$ cat src/rtl/p_frame_fifo_if.sv
// Handshake bundle between the UART receiver/sender pair and p_frame_fifo.
// The FIFO takes the slave side; the surrounding logic (or a bench) takes the master side.
interface p_frame_fifo_if #(
    parameter int DATA_W = 64,
    parameter int ADDR_W = 3
);
    logic              recv_done;
    logic [DATA_W-1:0] recv_data;
    logic              tx_busy;
    logic              send_en;
    logic [DATA_W-1:0] send_data;
    logic [ADDR_W:0]   fifo_level;
    logic [7:0]        ovf_cnt;
    logic [7:0]        drop_cnt;

    modport slave (
        input  recv_done, recv_data, tx_busy,
        output send_en, send_data, fifo_level, ovf_cnt, drop_cnt
    );

    modport master (
        output recv_done, recv_data, tx_busy,
        input  send_en, send_data, fifo_level, ovf_cnt, drop_cnt
    );
endinterface

$ cat src/rtl/p_frame_fifo.sv
// Frame FIFO between p_uart_recv and p_uart_send: queues frames and relaunches them when TX is idle.
// Optional checksum filter on byte 7 is enabled by defining P_FRAME_CHK_EN.
module p_frame_fifo #(
    parameter int DATA_W       = 64,
    parameter int ADDR_W       = 3,
    parameter int BUSY_TIMEOUT = 16
) (
    input logic           sys_clk,
    input logic           sys_rst,
    p_frame_fifo_if.slave bus
);
    localparam int DEPTH   = 1 << ADDR_W;
    localparam int TIMER_W = (BUSY_TIMEOUT > 2) ? $clog2(BUSY_TIMEOUT) : 1;

    typedef enum logic [1:0] {IDLE, WAIT_HI, WAIT_LO} state_t;

    state_t             state;
    state_t             state_next;
    logic [DATA_W-1:0]  mem [DEPTH];
    logic [ADDR_W-1:0]  wr_ptr;
    logic [ADDR_W-1:0]  rd_ptr;
    logic [ADDR_W:0]    level;
    logic [TIMER_W-1:0] timer;
    logic               send_en_q;
    logic [DATA_W-1:0]  send_data_q;
    logic [7:0]         ovf_q;
    logic               pop;
    logic               timer_done;
    logic               full;
    logic               frame_ok;
    logic               wr_accept;
    logic               ovf_inc;

    assign full       = (level == (ADDR_W+1)'(DEPTH));
    assign timer_done = (timer == TIMER_W'(BUSY_TIMEOUT - 1));

`ifdef P_FRAME_CHK_EN
    logic [7:0] chk_calc;
    logic [7:0] drop_q;
    logic       drop_inc;

    // Top byte must equal the XOR of all payload bytes below it
    always_comb begin
        chk_calc = 8'd0;
        for (int i = 0; i < DATA_W/8 - 1; i++) begin
            chk_calc = chk_calc ^ bus.recv_data[i*8 +: 8];
        end
    end

    assign frame_ok = (bus.recv_data[DATA_W-1 -: 8] == chk_calc);
    assign drop_inc = bus.recv_done && !frame_ok;

    always_ff @(posedge sys_clk or posedge sys_rst) begin
        if (sys_rst) begin
            drop_q <= 8'd0;
        end else if (drop_inc && drop_q != 8'hFF) begin
            drop_q <= drop_q + 8'd1;
        end
    end

    assign bus.drop_cnt = drop_q;
`else
    assign frame_ok     = 1'b1;
    assign bus.drop_cnt = 8'd0;
`endif

    // A full FIFO still accepts a frame when a pop frees the slot on the same edge
    assign wr_accept = bus.recv_done && frame_ok && (!full || pop);
    assign ovf_inc   = bus.recv_done && frame_ok && full && !pop;

    always_ff @(posedge sys_clk or posedge sys_rst) begin
        if (sys_rst) begin
            state <= IDLE;
        end else begin
            state <= state_next;
        end
    end

    always_comb begin
        state_next = state;
        case (state)
            IDLE: begin
                if (pop) state_next = WAIT_HI;
            end
            WAIT_HI: begin
                if (bus.tx_busy)     state_next = WAIT_LO;
                else if (timer_done) state_next = IDLE;
            end
            WAIT_LO: begin
                if (!bus.tx_busy) state_next = IDLE;
            end
            default: state_next = IDLE;
        endcase
    end

    always_comb begin
        pop = 1'b0;
        if (state == IDLE && level != '0 && !bus.tx_busy) pop = 1'b1;
    end

    // Storage has no reset; validity is tracked by the pointers and level
    always_ff @(posedge sys_clk) begin
        if (wr_accept) mem[wr_ptr] <= bus.recv_data;
    end

    always_ff @(posedge sys_clk or posedge sys_rst) begin
        if (sys_rst) begin
            wr_ptr <= '0;
            rd_ptr <= '0;
            level  <= '0;
        end else begin
            if (wr_accept) wr_ptr <= wr_ptr + 1'b1;
            if (pop)       rd_ptr <= rd_ptr + 1'b1;
            case ({wr_accept, pop})
                2'b10:   level <= level + 1'b1;
                2'b01:   level <= level - 1'b1;
                default: level <= level;
            endcase
        end
    end

    always_ff @(posedge sys_clk or posedge sys_rst) begin
        if (sys_rst) begin
            send_en_q   <= 1'b0;
            send_data_q <= '0;
        end else begin
            send_en_q <= pop;
            if (pop) send_data_q <= mem[rd_ptr];
        end
    end

    always_ff @(posedge sys_clk or posedge sys_rst) begin
        if (sys_rst) begin
            timer <= '0;
        end else if (pop) begin
            timer <= '0;
        end else if (state == WAIT_HI && !bus.tx_busy && !timer_done) begin
            timer <= timer + 1'b1;
        end
    end

    always_ff @(posedge sys_clk or posedge sys_rst) begin
        if (sys_rst) begin
            ovf_q <= 8'd0;
        end else if (ovf_inc && ovf_q != 8'hFF) begin
            ovf_q <= ovf_q + 8'd1;
        end
    end

    assign bus.send_en    = send_en_q;
    assign bus.send_data  = send_data_q;
    assign bus.fifo_level = level;
    assign bus.ovf_cnt    = ovf_q;
endmodule

$ cat src/flat_wrapper.sv
// flat-port wrapper written by rule: the top's interface ports become plain ports
module p_frame_fifo_flat 
#(
    parameter int DATA_W       = 64,
    parameter int ADDR_W       = 3,
    parameter int BUSY_TIMEOUT = 16
)
  (sys_clk, sys_rst, bus_recv_done, bus_recv_data, bus_tx_busy, bus_send_en, bus_send_data, bus_fifo_level, bus_ovf_cnt, bus_drop_cnt);
  p_frame_fifo_if #(.DATA_W(DATA_W), .ADDR_W(ADDR_W)) bus_i ();
  input logic sys_clk;
  input logic sys_rst;
  input wire logic [$bits(bus_i.recv_done)-1:0] bus_recv_done;
  input wire logic [$bits(bus_i.recv_data)-1:0] bus_recv_data;
  input wire logic [$bits(bus_i.tx_busy)-1:0] bus_tx_busy;
  output wire logic [$bits(bus_i.send_en)-1:0] bus_send_en;
  output wire logic [$bits(bus_i.send_data)-1:0] bus_send_data;
  output wire logic [$bits(bus_i.fifo_level)-1:0] bus_fifo_level;
  output wire logic [$bits(bus_i.ovf_cnt)-1:0] bus_ovf_cnt;
  output wire logic [$bits(bus_i.drop_cnt)-1:0] bus_drop_cnt;
  assign bus_i.recv_done = bus_recv_done;
  assign bus_i.recv_data = bus_recv_data;
  assign bus_i.tx_busy = bus_tx_busy;
  assign bus_send_en = bus_i.send_en;
  assign bus_send_data = bus_i.send_data;
  assign bus_fifo_level = bus_i.fifo_level;
  assign bus_ovf_cnt = bus_i.ovf_cnt;
  assign bus_drop_cnt = bus_i.drop_cnt;
  p_frame_fifo #(.DATA_W(DATA_W), .ADDR_W(ADDR_W), .BUSY_TIMEOUT(BUSY_TIMEOUT)) u_core (.sys_clk(sys_clk), .sys_rst(sys_rst), .bus(bus_i));
endmodule
$ cat config.mk
export PLATFORM = sky130hd
export DESIGN_NAME = p_frame_fifo_flat
export DESIGN_NICKNAME = d
export VERILOG_FILES = /design/src/rtl/p_frame_fifo_if.sv /design/src/rtl/p_frame_fifo.sv /design/src/flat_wrapper.sv
export SDC_FILE = /design/constraint.sdc
export NUM_CORES = 1
export LEC_CHECK = 0
export BUFFER_PORTS_ARGS = -buffer_cell sky130_fd_sc_hd__buf_2
export CELL_PAD_IN_SITES_DETAIL_PLACEMENT = 1
export CELL_PAD_IN_SITES_GLOBAL_PLACEMENT = 1
export CORE_UTILIZATION = 35
export CTS_CLUSTER_DIAMETER = 100
export DETAILED_ROUTE_END_ITERATION = 8
export MAX_ROUTING_LAYER = met4
export PLACE_DENSITY_LB_ADDON = 0.12
export SKIP_LAST_GASP = 1
export SLEW_MARGIN = 5
export SYNTH_ARGS = -nofsm -noshare
export SYNTH_HDL_FRONTEND = slang
export SYNTH_SLANG_ARGS = --single-unit
$ cat constraint.sdc
create_clock -name sys_clk -period 21.2 [get_ports sys_clk]
set_clock_uncertainty 0.2 [all_clocks]
set_input_delay 1.06 -clock sys_clk [delete_from_list [all_inputs] [get_ports sys_clk]]
set_output_delay 1.06 -clock sys_clk [all_outputs]
set_load 0.02 [all_outputs]
### Yosys cells after proc, flatten, opt, wreduce, memory -nomap -nowiden

Memory sizes are Yosys's and may differ from the RTL's. A register that Yosys moved wholly into a read port is not among the register bits.
Cells that the tools add are included.

| storage, ports and cells | value |
|---|---|
| bits in latches | 0 |
| bits in writable memories | 512 |
| ROM bits | 0 |
| output and inout port bits | 85 |
| flip-flop bits (word level) | 25 |
| memories | 1 |

| operators by class | value |
|---|---|
| $add $sub $neg | 6 |
| order comparisons | 0 |
| $mul | 0 |
| muxes and demuxes | 11 |
| bitwise gates (word level) | 0 |
| reductions and logical operators | 18 |
| equal/unequal tests | 10 |
| div/mod/pow operators | 0 |
| shifts and indexed selects | 0 |

Memory list:

| name | depth | width | read ports | clocked after memory_dff | write ports | RTL line | text |
|---|---|---|---|---|---|---|---|
| u_core.mem | 8 | 64 | 1 | 1 | 1 | p_frame_fifo.sv:19 | `logic [DATA_W-1:0] mem [DEPTH];` |

Operators by type and width:

| kind | count |
|---|---|
| $add A4 B1 Y4 const B | 2 |
| $add A8 B1 Y8 const B | 1 |
| $eq A4 B4 Y1 const B | 2 |
| $logic_and A1 B1 Y1 | 8 |
| $mux W2 | 4 |
| $mux W4 | 2 |
| $ne A8 B8 Y1 const B | 1 |
| $pmux W4 S2 | 1 |
| $add A3 B1 Y3 const B | 2 |
| $pmux W2 S3 | 1 |
| $eq A2 B1 Y1 const B | 2 |
| $eq A2 B2 Y1 const B | 2 |
| $logic_not A1 Y1 | 4 |
| $reduce_bool A2 Y1 | 2 |
| $reduce_bool A4 Y1 | 1 |
| $sub A4 B1 Y4 const B | 1 |
| $mux W1 | 3 |
| $ne A3 B2 Y1 const B | 1 |
| $reduce_and A3 Y1 | 1 |
| $logic_not A2 Y1 | 1 |
| $ne A2 B1 Y1 const B | 1 |
| $ne A2 B2 Y1 const B | 1 |
| $logic_or A1 B1 Y1 | 1 |

### Logic depth before layout (Yosys ltp)

Gate-level depths: netlist of run 1.

| depth | value |
|---|---|
| depth after elaboration | 8 |
| mapped depth | 8 |
| depth with buffers taken out | 7 |

### Worst setup path after synthesis of run 1

No wires, ideal clock.

| timing | value |
|---|---|
| path type | input -> register |
| start point | input port bus_tx_busy |
| end point | memory u_core.mem[0][0], enable pin |
| path slack | 12716 ps |
| cell stages on the path | 3 |
| data arrival time | 7640 ps |
| library setup time | 644 ps |
| path through | nor3_2 -> o21ai_1 -> nor4_1 |

| between the ends | value |
|---|---|
| cells in the longest elaborated chain, start to end | 7 |

Ends and longest elaborated chain:

| item | RTL line | text |
|---|---|---|
| from (decl) | flat_wrapper.sv:14 | `input wire logic [$bits(bus_i.tx_busy)-1:0] bus_tx_busy;` |
| $logic_not A1 Y1 | -- |  |
| $logic_and A1 B1 Y1 | p_frame_fifo.sv:98 | `if (state == IDLE && level != '0 && !bus.tx_busy) pop = 1'b1;` |
| $mux W1 | p_frame_fifo.sv:98 |  |
| $logic_or A1 B1 Y1 | p_frame_fifo.sv:68 | `assign wr_accept = bus.recv_done && frame_ok && (!full \|\| pop);` |
| $logic_and A1 B1 Y1 | p_frame_fifo.sv:68 |  |
| $mux W1 | p_frame_fifo.sv:103 | `if (wr_accept) mem[wr_ptr] <= bus.recv_data;` |
| $mux W1 (not written as such) | p_frame_fifo.sv:103 |  |
| to (decl) | p_frame_fifo.sv:19 |  |

Every way passes these cells.

### Final worst setup path of run 1

| timing | value |
|---|---|
| start point | input port bus_tx_busy |
| end point | memory u_core.mem[7][59], enable pin |

Same word-level chain as after synthesis.

==> impl_metrics.toml, run 1 <==
[die]
io_pins = 153
rows = 93
initial_utilization_pct = 35.3
die_h_um = 257
die_x_um = 257
die_area_mm2 = 0.0659
core_mm2 = 0.0642

[synthesis]
synth_most_common_cell = "edfxtp_1"
ys.flop_type = "edfxtp_1"
syn_area_per_cell_um2 = 20.8
synth-edff-count = 512
synth-seq-area-share_pct = 77.5
ys_types = 45
ys_ff_latch = 601
synth_area_leaders = "edfxtp_1 (68%), mux4_2 (13%), dfrtp_1 (9.8%)"
synth_cells = 1090
synth_top_area_share_pct = 67.7
syn_area_mm2 = 0.0227
yosys.area.top_type = "edfxtp_1"
ys_warn_count = 0
yosys-top-cells-count = "edfxtp_1 (512), mux4_2 (128), dfrtp_1 (89)"
ys_async_sr_fraction_pct = 14.8

[critical_path]
crit_path_end_kind = "register"
worst-path-buf-inv = 2
crit_path_start_kind = "input port"
cp_slowest_cell = "nor2_4"
worstPathRequired_ns = 21.21
critPathArrivalTime_ns = 3.67
slowest_delay_ns = 0.86
cpLargestDelayFamily = "simple AND/OR/NAND/NOR gates"
path_cells = "buf_2 -> nor3_2 -> o21a_1 -> nand2_1 -> nor2_4 -> buf_4"
path_class = "input port to register"
crit_fanout = 40

[clock_network]
clockRootBuffer = "clkbuf_16"
clk_latency_ns = 0.59
cts_tree = "done"
postCtsSetupRepairBufs = 0
clk_path_buf_depth = 3
numCtsBuffers = 66
holdBufCountCts = 0
h-tree-depth = 3
path_clk_slew_ns = 0.06
cts_resized = 0
cts.sinks = 601

[detailed_routing]
vias = 10700
antenna_left = 0
firstDrtPassIters = 4
drt-vias-per-instance = 4.90
drt-initial-drc-count = 567
wl_per_cell_um = 22.7
drc_errors = 0
drt-total-wl_mm = 49.5

[timing]
fin_tns_setup_ns = 0
hold_violations = 0
tightest_slew_ns = 1.08
fmax_mhz = 273
setup_viol = 0
slew_headroom_pct = 27.9
drv_slew = 0
rsz0062_at_grt = "no"
layout_setup_ws_ns = 17.54
fin_crit_sh_pct = 17.2
period_minus_slack_ns = 3.66

[placed_design]
dp_slack_ns = 16.80
gp_congestion = 0.696
numPortBuffers = 144
dpl.hpwl_mm = 27.3

[finish]
area_delta_synth_final_pct = 16.6
finalNetCount = 1343
drive_gt1_share_pct = 30.2

[grt]
gr-usage-all-layers_pct = 15.9
globalRouteOverflowTotal = 0
grt_pass1_wl_mm = 75.5
grt_pass1_vias = 11761
grt_max_degree = 78
grt_antenna_before_repair = 8

[hold_path]
min_path_type = "register to register"

[status]
status = "finished clean"

[pwr]
power_density_mw_per_mm2 = 139
leakagePower_nw = 9.16
ir_drop_v = 0.0000651

[job]
maxCapViolCount = 0
-- worst reg2reg max path, delay by kind of cell (launching register included) --
| family | cells | cell delay (ns) |
|---|---|---|
| DFF | 1 | 0.42 |
| AOI/OAI and AO/OA | 1 | 0.29 |
| and+or+nand+nor | 3 | 1.53 |
| buffers and inverters | 1 | 0.72 |
-- stage by stage --
step	std cells	instance area, um2	utilization [%]	hold WS [ns]	total power [mW]
global placement	2057	24400	38.1	0.257	2.65
floorplan	1097	22700	-	0.316	2.34
detailed placement	2057	24400	38.1	0.267	2.67
finish	2183	26500	41.2	0.270	3.67
CTS	2177	26500	41.2	0.280	3.76
global route	2183	26500	41.2	0.304	3.88
-- layout make-up --
cell class              count  area [um2]
flip-flops and latches    601       17600
clock inverters            31         196
diodes                      6        15.0
well taps                 855        1070
repair buffers            166         886
multi-input cells         433        4870
fillers                  6167       37800
clock buffers              89        1810
inverters                   2        10.0
-- state kept, by name, indices dropped and copies added, names as in the netlist, 2 cells and up --
| register | count |
|---|---|
| u_core.bus.fifo_level | 4 |
| u_core.bus.ovf_cnt | 8 |
| u_core.bus.send_data | 64 |
| u_core.mem | 512 |
| u_core.rd_ptr | 3 |
| u_core.state | 2 |
| u_core.timer | 4 |
| u_core.wr_ptr | 3 |
-- power breakdown --
group | switching [mW] | total, mW | internal, mW
sequential | 0.145 | 1.66 | 1.52
combinational | 0.532 | 0.941 | 0.410
clock | 0.449 | 1.07 | 0.624
total | 1.13 | 3.67 | 2.55
-- layout by cell type, fill, tap and decap left out, types with 2 or more instances in the layout --
cell type / n
mux2i_1: 65
clkbuf_1: 19
nand2_1: 83
and3_1: 2
or3_1: 2
a21oi_1: 4
mux4_2: 128
dfrtp_4: 3
nor2_4: 3
clkinv_2: 10
nand2b_1: 4
ha_1: 5
clkinv_1: 16
nor3_1: 3
clkbuf_16: 69
diode_2: 6
o21ai_0: 64
nand4_1: 2
and2_1: 2
nor3_2: 7
dfrtp_1: 86
xnor2_1: 6
nor2_1: 5
buf_2: 144
xor2_1: 9
o21ai_1: 2
edfxtp_1: 512
conb_1: 8
buf_4: 22
mux2_1: 3
a31oi_1: 2
bufinv_16: 2
or4_1: 2
inv_6: 2
nand3_1: 6
-- cells by family after synthesis --
| family | Yosys count | synth area share, % |
|---|---|---|
| AOI/OAI and AO/OA | 78 | 1.81 |
| xor gates and xnor gates | 15 | 0.579 |
| adders and majority gates | 5 | 0.276 |
| buffers and inverters | 63 | 1.39 |
| DFF | 601 | 77.5 |
| muxes | 196 | 15.7 |
| other | 1 | 0.0165 |
| and+or+nand+nor | 131 | 2.68 |
-- path summary, 6_finish.rpt --
| path | start | to | slack (ns) | depth (start not counted) |
|---|---|---|---|---|
| max in group asynchronous | sys_rst | u_core.rd_ptr[1] | 19.24 | 3 |
| max | bus_tx_busy | u_core.mem[7][59] | 17.54 | 6 |
| min | u_core.bus.send_data[47] | u_core.bus.send_data[47] | 0.27 | 2 |
| min in group asynchronous | sys_rst | u_core.bus.send_data[27] | 0.32 | 2 |
| max reg2reg | u_core.state[0] | u_core.mem[7][59] | 17.65 | 5 |
| min reg2reg | u_core.bus.send_data[47] | u_core.bus.send_data[47] | 0.27 | 2 |
-- routing by layer --
layer	wire length, um	track usage (%)
met4	849	4.66
met5	0	-
met3	1910	3.07
met2	24500	25.6
met1	22200	20.3
(Power assumes the default switching activity.)
==> run 2: changes to the inputs <==
Settings changed: ABC_AREA set to 1.
Clock period 21.2 ns to 3.19 ns, I/O delays scaled along.
==> run 2 against run 1 <==
Clock power rose to 7.3 times the previous value. Largest cell class unchanged. Clock-buffer cell count rose by 15. Sequential power rose to 6.4 times the previous value. Worst hold slack got worse by 0.28 ns. Final cell count rose by 29%. Core utilization rose by 1.7 points. Worst setup slack got worse by 17 ns. The flow now finishes with violations (hold timing). Critical endpoint is now u_core.mem[2][53].
==> impl_metrics.toml, run 2 <==
[synthesis]
ys_ff_latch = 601
synth_top_area_share_pct = 66.6
synth_area_leaders = "edfxtp_1 (67%), dfrtp_1 (9.6%), o21ai_0 (5.2%)"
yosys-top-cells-count = "edfxtp_1 (512), nor2_1 (272), o21ai_0 (239)"
synth-edff-count = 512
synth-seq-area-share_pct = 76.2
yosys.area.top_type = "edfxtp_1"
synth_cells = 1695
syn_area_per_cell_um2 = 13.6
synth_most_common_cell = "edfxtp_1"
ys_async_sr_fraction_pct = 14.8
ys.flop_type = "edfxtp_1"
ys_types = 36
syn_area_mm2 = 0.0231
ys_warn_count = 0

[die]
initial_utilization_pct = 35.6
rows = 93
core_mm2 = 0.0648
die_x_um = 259
die_h_um = 259
io_pins = 153
die_area_mm2 = 0.0670

[finish]
largest_register_ffs = 512
layout_commonest_cell = "edfxtp_1"
layoutNonFillerInstCount = 2817
drive_gt1_share_pct = 15.8
finalNetCount = 1978
largest_register = "u_core.mem"
final_area_mm2 = 0.0278
layout_common_cells = "edfxtp_1 (512), nor2_1 (264), o21ai_0 (239)"
area_delta_synth_final_pct = 20.5
fin_util_pct = 42.9

[clock_network]
clk_latency_ns = 0.60
clockRootBuffer = "clkbuf_16"
clk_path_buf_depth = 3
path_clk_slew_ns = 0.06
cts_tree = "done"
cts.sinks = 601
cts_resized = 0
numCtsBuffers = 70
h-tree-depth = 3
postCtsSetupRepairBufs = 0

[status]
violations = "hold timing"
status = "finished, violations left"

[pwr]
seq_power_share_pct = 40.1
internal_power_mw = 17.0
power.share.switching_pct = 35.7
p_comb_share_pct = 30.3
total_power_mw = 26.4
p_sw_mw = 9.42
clockPowerShare_pct = 29.6
leakagePower_nw = 9.89
ir_drop_v = 0.000650
power_density_mw_per_mm2 = 949

[grt]
grt_pass1_vias = 15630
grt_max_degree = 135
gr-usage-all-layers_pct = 19.5
globalRouteOverflowTotal = 0
grt_antenna_before_repair = 1
grt_pass1_wl_mm = 96.6

[critical_path]
path_class = "register to register"
crit_path_start_kind = "register"
crit_fanout = 24
worstPathRequired_ns = 3.23
critPathArrivalTime_ns = 2.75
crit_path_end_kind = "register"

[detailed_routing]
drt-total-wl_mm = 62.8
firstDrtPassIters = 4
drt-initial-drc-count = 772
wl_per_cell_um = 22.3
drc_errors = 0
antenna_left = 0
vias = 14609
drt-vias-per-instance = 5.19

[timing]
hold-worst-slack_ns = -0.0125
tightest_slew_ns = 0.735
slew_headroom_pct = 51.0
fin_crit_sh_pct = 85.2
hold_violations = 3
drv_slew = 0
setup_viol = 0
layout_setup_ws_ns = 0.473
fmax_mhz = 368
rsz0062_at_grt = "no"
fin_tns_setup_ns = 0
period_minus_slack_ns = 2.72

[placed_design]
gp_congestion = 0.722
dpl.hpwl_mm = 33.8
place_area_mm2 = 0.0249
dpl.cell_count = 2621
numPortBuffers = 144
dp_slack_ns = 0.447

[hold_path]
min_path_type = "input port to asynchronous set/reset pin"

[job]
maxCapViolCount = 0
[run 2: cell types whose count changed after synthesis, moves of 21 or more]
| cell | previous run | this run |
|---|---|---|
| o21ai_0 | 64 | 239 |
| inv_1 | 1 | 25 |
| mux2i_1 | 65 | 0 |
| clkbuf_1 | 24 | 60 |
| nor2_1 | 8 | 272 |
| nand2_1 | 83 | 173 |
| nand3_1 | 6 | 53 |
| mux4_2 | 128 | 0 |
| o21ai_1 | 2 | 23 |
| o221ai_1 | 0 | 107 |
[run 2: cells by family (layout without fill, tap and decap cells)]
kind of cell / count (synthesis) / after routing / share of synthesized area [%]
AND/OR/NAND/NOR: 510 / 510 / 8.74
XOR/XNOR: 13 / 13 / 0.493
AO/OA/AOI/OAI: 416 / 416 / 11.1
flip-flops: 601 / 601 / 76.2
adder cells (fa/ha/maj): 5 / 5 / 0.271
other: 1 / 9 / 0.0162
buffers and inverters: 149 / 408 / 3.14
[run 2: final timing paths]
kind                                  startpoint                  endpoint  slack [ns]  cells after the start
min in group sys_clk            bus_recv_data[1]          u_core.mem[0][1]        0.17                      2
worst min-delay path                     sys_rst   u_core.bus.send_data[4]       -0.01                      3
worst max-delay path             u_core.state[1]         u_core.mem[2][53]        0.47                      9
worst min register to register   u_core.state[1]           u_core.state[1]        0.25                      1
worst max register to register   u_core.state[1]         u_core.mem[2][53]        0.47                      9
max in group asynchronous                sys_rst  u_core.bus.send_data[35]        1.94                      4
[run 2: worst max-delay path, cell delays in order (launching register included)]
cell and delay, ns:
dfrtp_1 0.38, inv_1 0.09, nand2_2 0.08, nor2_4 0.17, nor2_2 0.08, nor2_2 0.26
inv_1 0.09, or2_1 0.38, nor2_4 0.18, buf_4 0.43
[run 2: area by class of cell]
class                      count  area, um2
clock buffer                 104       2080
fill                        6607      37000
sequential                   601      17600
tap                          855       1070
antenna                        1       2.50
multi-input combinational    952       4860
inverter                      29        123
timing repair buffer         251       1890
clock inverter                24        189
[run 2: metal layers]
| metal | global-route usage (%) | vias to the layer above | part of all wire [%] |
|---|---|---|---|
| li1 | - | 6707 | - |
| met1 | 25.0 | 7595 | 45 |
| met2 | 32.4 | 223 | 50 |
| met4 | 5.33 | 0 | 1.7 |
| met5 | - | - | 0 |
| met3 | 2.86 | 84 | 3.1 |
[run 2: power groups by stage]
stage / Sequential (mW) / Clock [mW] / Combinational (mW)
after floorplan: 11.1 / 0 / 4.65
after global placement: 10.7 / 0 / 7.92
after detailed placement: 10.8 / 0 / 8.11
after CTS: 10.6 / 8.04 / 8.21
after global routing: 10.7 / 8.33 / 8.87
final: 10.6 / 7.83 / 7.99
[run 2: timing repair]
action | in CTS | in global routing
endpoints found under the setup margin | 0 | 0
hold buffers | 67 | 0
endpoints found under the hold margin | 593 | 0
==> run 3: changes to the inputs <==
Settings changed: CORE_MARGIN set to 2, CORE_UTILIZATION 35 to 45, GPL_TIMING_DRIVEN set to 0.
==> run 3 against run 2 <==
Critical endpoint is now u_core.mem[4][48]. Die area is 21% lower. Total power is 2.7% higher. The flow finishes with violations (setup timing). Register-to-register slack worse by 0.64 ns. Core utilization is 12 points higher. Design area is 0.81% higher. Sequential cell count stayed put. Via count is 6.4% higher. Clock power is 6.0% lower. Worst setup slack worse by 0.64 ns. Fmax is 19% lower. Non-clock buffer count is 110 higher.
==> impl_metrics.toml, run 3 (synthesis results as in run 2) <==
[finish]
drive_gt1_share_pct = 16.5
fin_util_pct = 55.0
largest_register_ffs = 512
final_area_mm2 = 0.0281
layoutNonFillerInstCount = 2746
fillers = 5058
area_delta_synth_final_pct = 21.5
finalNetCount = 2085
layout_commonest_cell = "edfxtp_1"
layout_common_cells = "edfxtp_1 (512), nor2_1 (264), o21ai_0 (239)"
largest_register = "u_core.mem"

[timing]
setup_viol = 64
fin_tns_setup_ns = -7.25
tightest_slew_ns = 1.11
slew_headroom_pct = 26.0
rsz0062_at_grt = "yes"
period_minus_slack_ns = 3.36
hold-worst-slack_ns = 0.176
drv_slew = 0
fin_crit_sh_pct = 105
layout_setup_ws_ns = -0.166
hold_violations = 0
fmax_mhz = 298

[critical_path]
worstRegToRegCells = 10
crit_path_start_kind = "register"
critPathArrivalTime_ns = 3.44
worstReg2RegStart = "u_core.state[0]"
worstPathRequired_ns = 3.27
r2r_end = "u_core.mem[4][48]"
cp_slowest_cell = "nor2_4"
r2r_slack_ns = -0.17
path_cells = "inv_1 -> nand2_2 -> nor2_4 -> nor2_2 -> nor2_2 -> inv_1 -> or2_1 -> nor2_4 -> buf_12 -> buf_12"
path_class = "register to register"
crit_fanout = 25
slowest_delay_ns = 0.76
crit_path_end_kind = "register"

[detailed_routing]
drt-total-wl_mm = 69.7
drt-initial-drc-count = 1362
vias = 15542
antenna_left = 0
firstDrtPassIters = 5
wl_per_cell_um = 25.4
drc_errors = 0
drt-vias-per-instance = 5.66

[die]
rows = 83
die_h_um = 231
core_mm2 = 0.0510
initial_utilization_pct = 45.3
die_x_um = 231
io_pins = 153
die_area_mm2 = 0.0531

[clock_network]
clk_path_buf_depth = 3
clockRootBuffer = "clkbuf_16"
numCtsBuffers = 66
cts_resized = 0
path_clk_slew_ns = 0.06
clk_latency_ns = 0.59
h-tree-depth = 3
cts.sinks = 601
cts_tree = "done"

[pwr]
leakagePower_nw = 10.1
ir_drop_v = 0.000502
total_power_mw = 27.1
power_density_mw_per_mm2 = 967

[hold_path]
min_path_type = "input port to register"
hold_depth = 2
hold_start = "bus_recv_data[34]"
min_to = "u_core.mem[2][34]"

[grt]
grt_max_degree = 33
grt_pass1_wl_mm = 104
gr-usage-all-layers_pct = 27.2
globalRouteOverflowTotal = 0
grt_pass1_vias = 16529
grt_antenna_before_repair = 3

[placed_design]
dpl.hpwl_mm = 44.5
dpl.cell_count = 2548
gp_congestion = 0.798
place_area_mm2 = 0.0252
numPortBuffers = 144
dp_slack_ns = -0.182

[job]
maxCapViolCount = 0

[status]
status = "finished, violations left"
violations = "setup timing"
==> run 3: repair_timing <==
item,4_1_cts,5_1_grt
hold endpoints to repair,584,0
gates cloned,1,0
endpoints found under the setup margin,86,180
pin swaps,1,2
buffers inserted,1,6
hold buffers,68,0
==> run 3: how the worst max path moves through the flow <==
stage                                         from           endpoint
final                              u_core.state[0]  u_core.mem[4][48]
after global routing               u_core.state[0]  u_core.mem[2][53]
after CTS                          u_core.state[1]  u_core.mem[4][48]
after detailed placement           u_core.state[0]  u_core.mem[4][53]
after global placement             u_core.state[0]  u_core.mem[0][59]
after floorplan           u_core.bus.fifo_level[0]   u_core.mem[0][0]
==> run 3: metal layers <==
layer | vias up | track usage [%] | wire length, um
met4 | 0 | 9.90 | 1970
li1 | 6913 | - | -
met3 | 121 | 4.63 | 4330
met2 | 545 | 44.3 | 34500
met5 | - | - | 0
met1 | 7963 | 34.4 | 29000
==> run 3: layout make-up <==
type | count | area [um2] | area share [%]
well taps | 680 | 851 | 3.03
plain buffers | 120 | 611 | 2.18
flip-flops and latches | 601 | 17600 | 62.7
clock buffers | 97 | 1900 | 6.78
multi-input cells | 953 | 4860 | 17.3
repair buffers | 241 | 1940 | 6.93
diodes | 4 | 10.0 | 0.0357
inverters | 29 | 116 | 0.415
clock inverters | 21 | 159 | 0.566
==> run 3: power by group <==
part	switching, mW	leakage [nW]	internal (mW)
Combinational	6.65	3.36	2.58
Clock	3.06	1.01	4.29
Sequential	0.541	5.74	10.0
Total	10.2	10.1	16.9
==> run 3: worst max-delay path, delay by kind of cell (launching register included) <==
kind                   cells  cell delay (ns)
and+or+nand+nor            6             1.70
buffers and inverters      4             0.69
DFF                        1             0.42
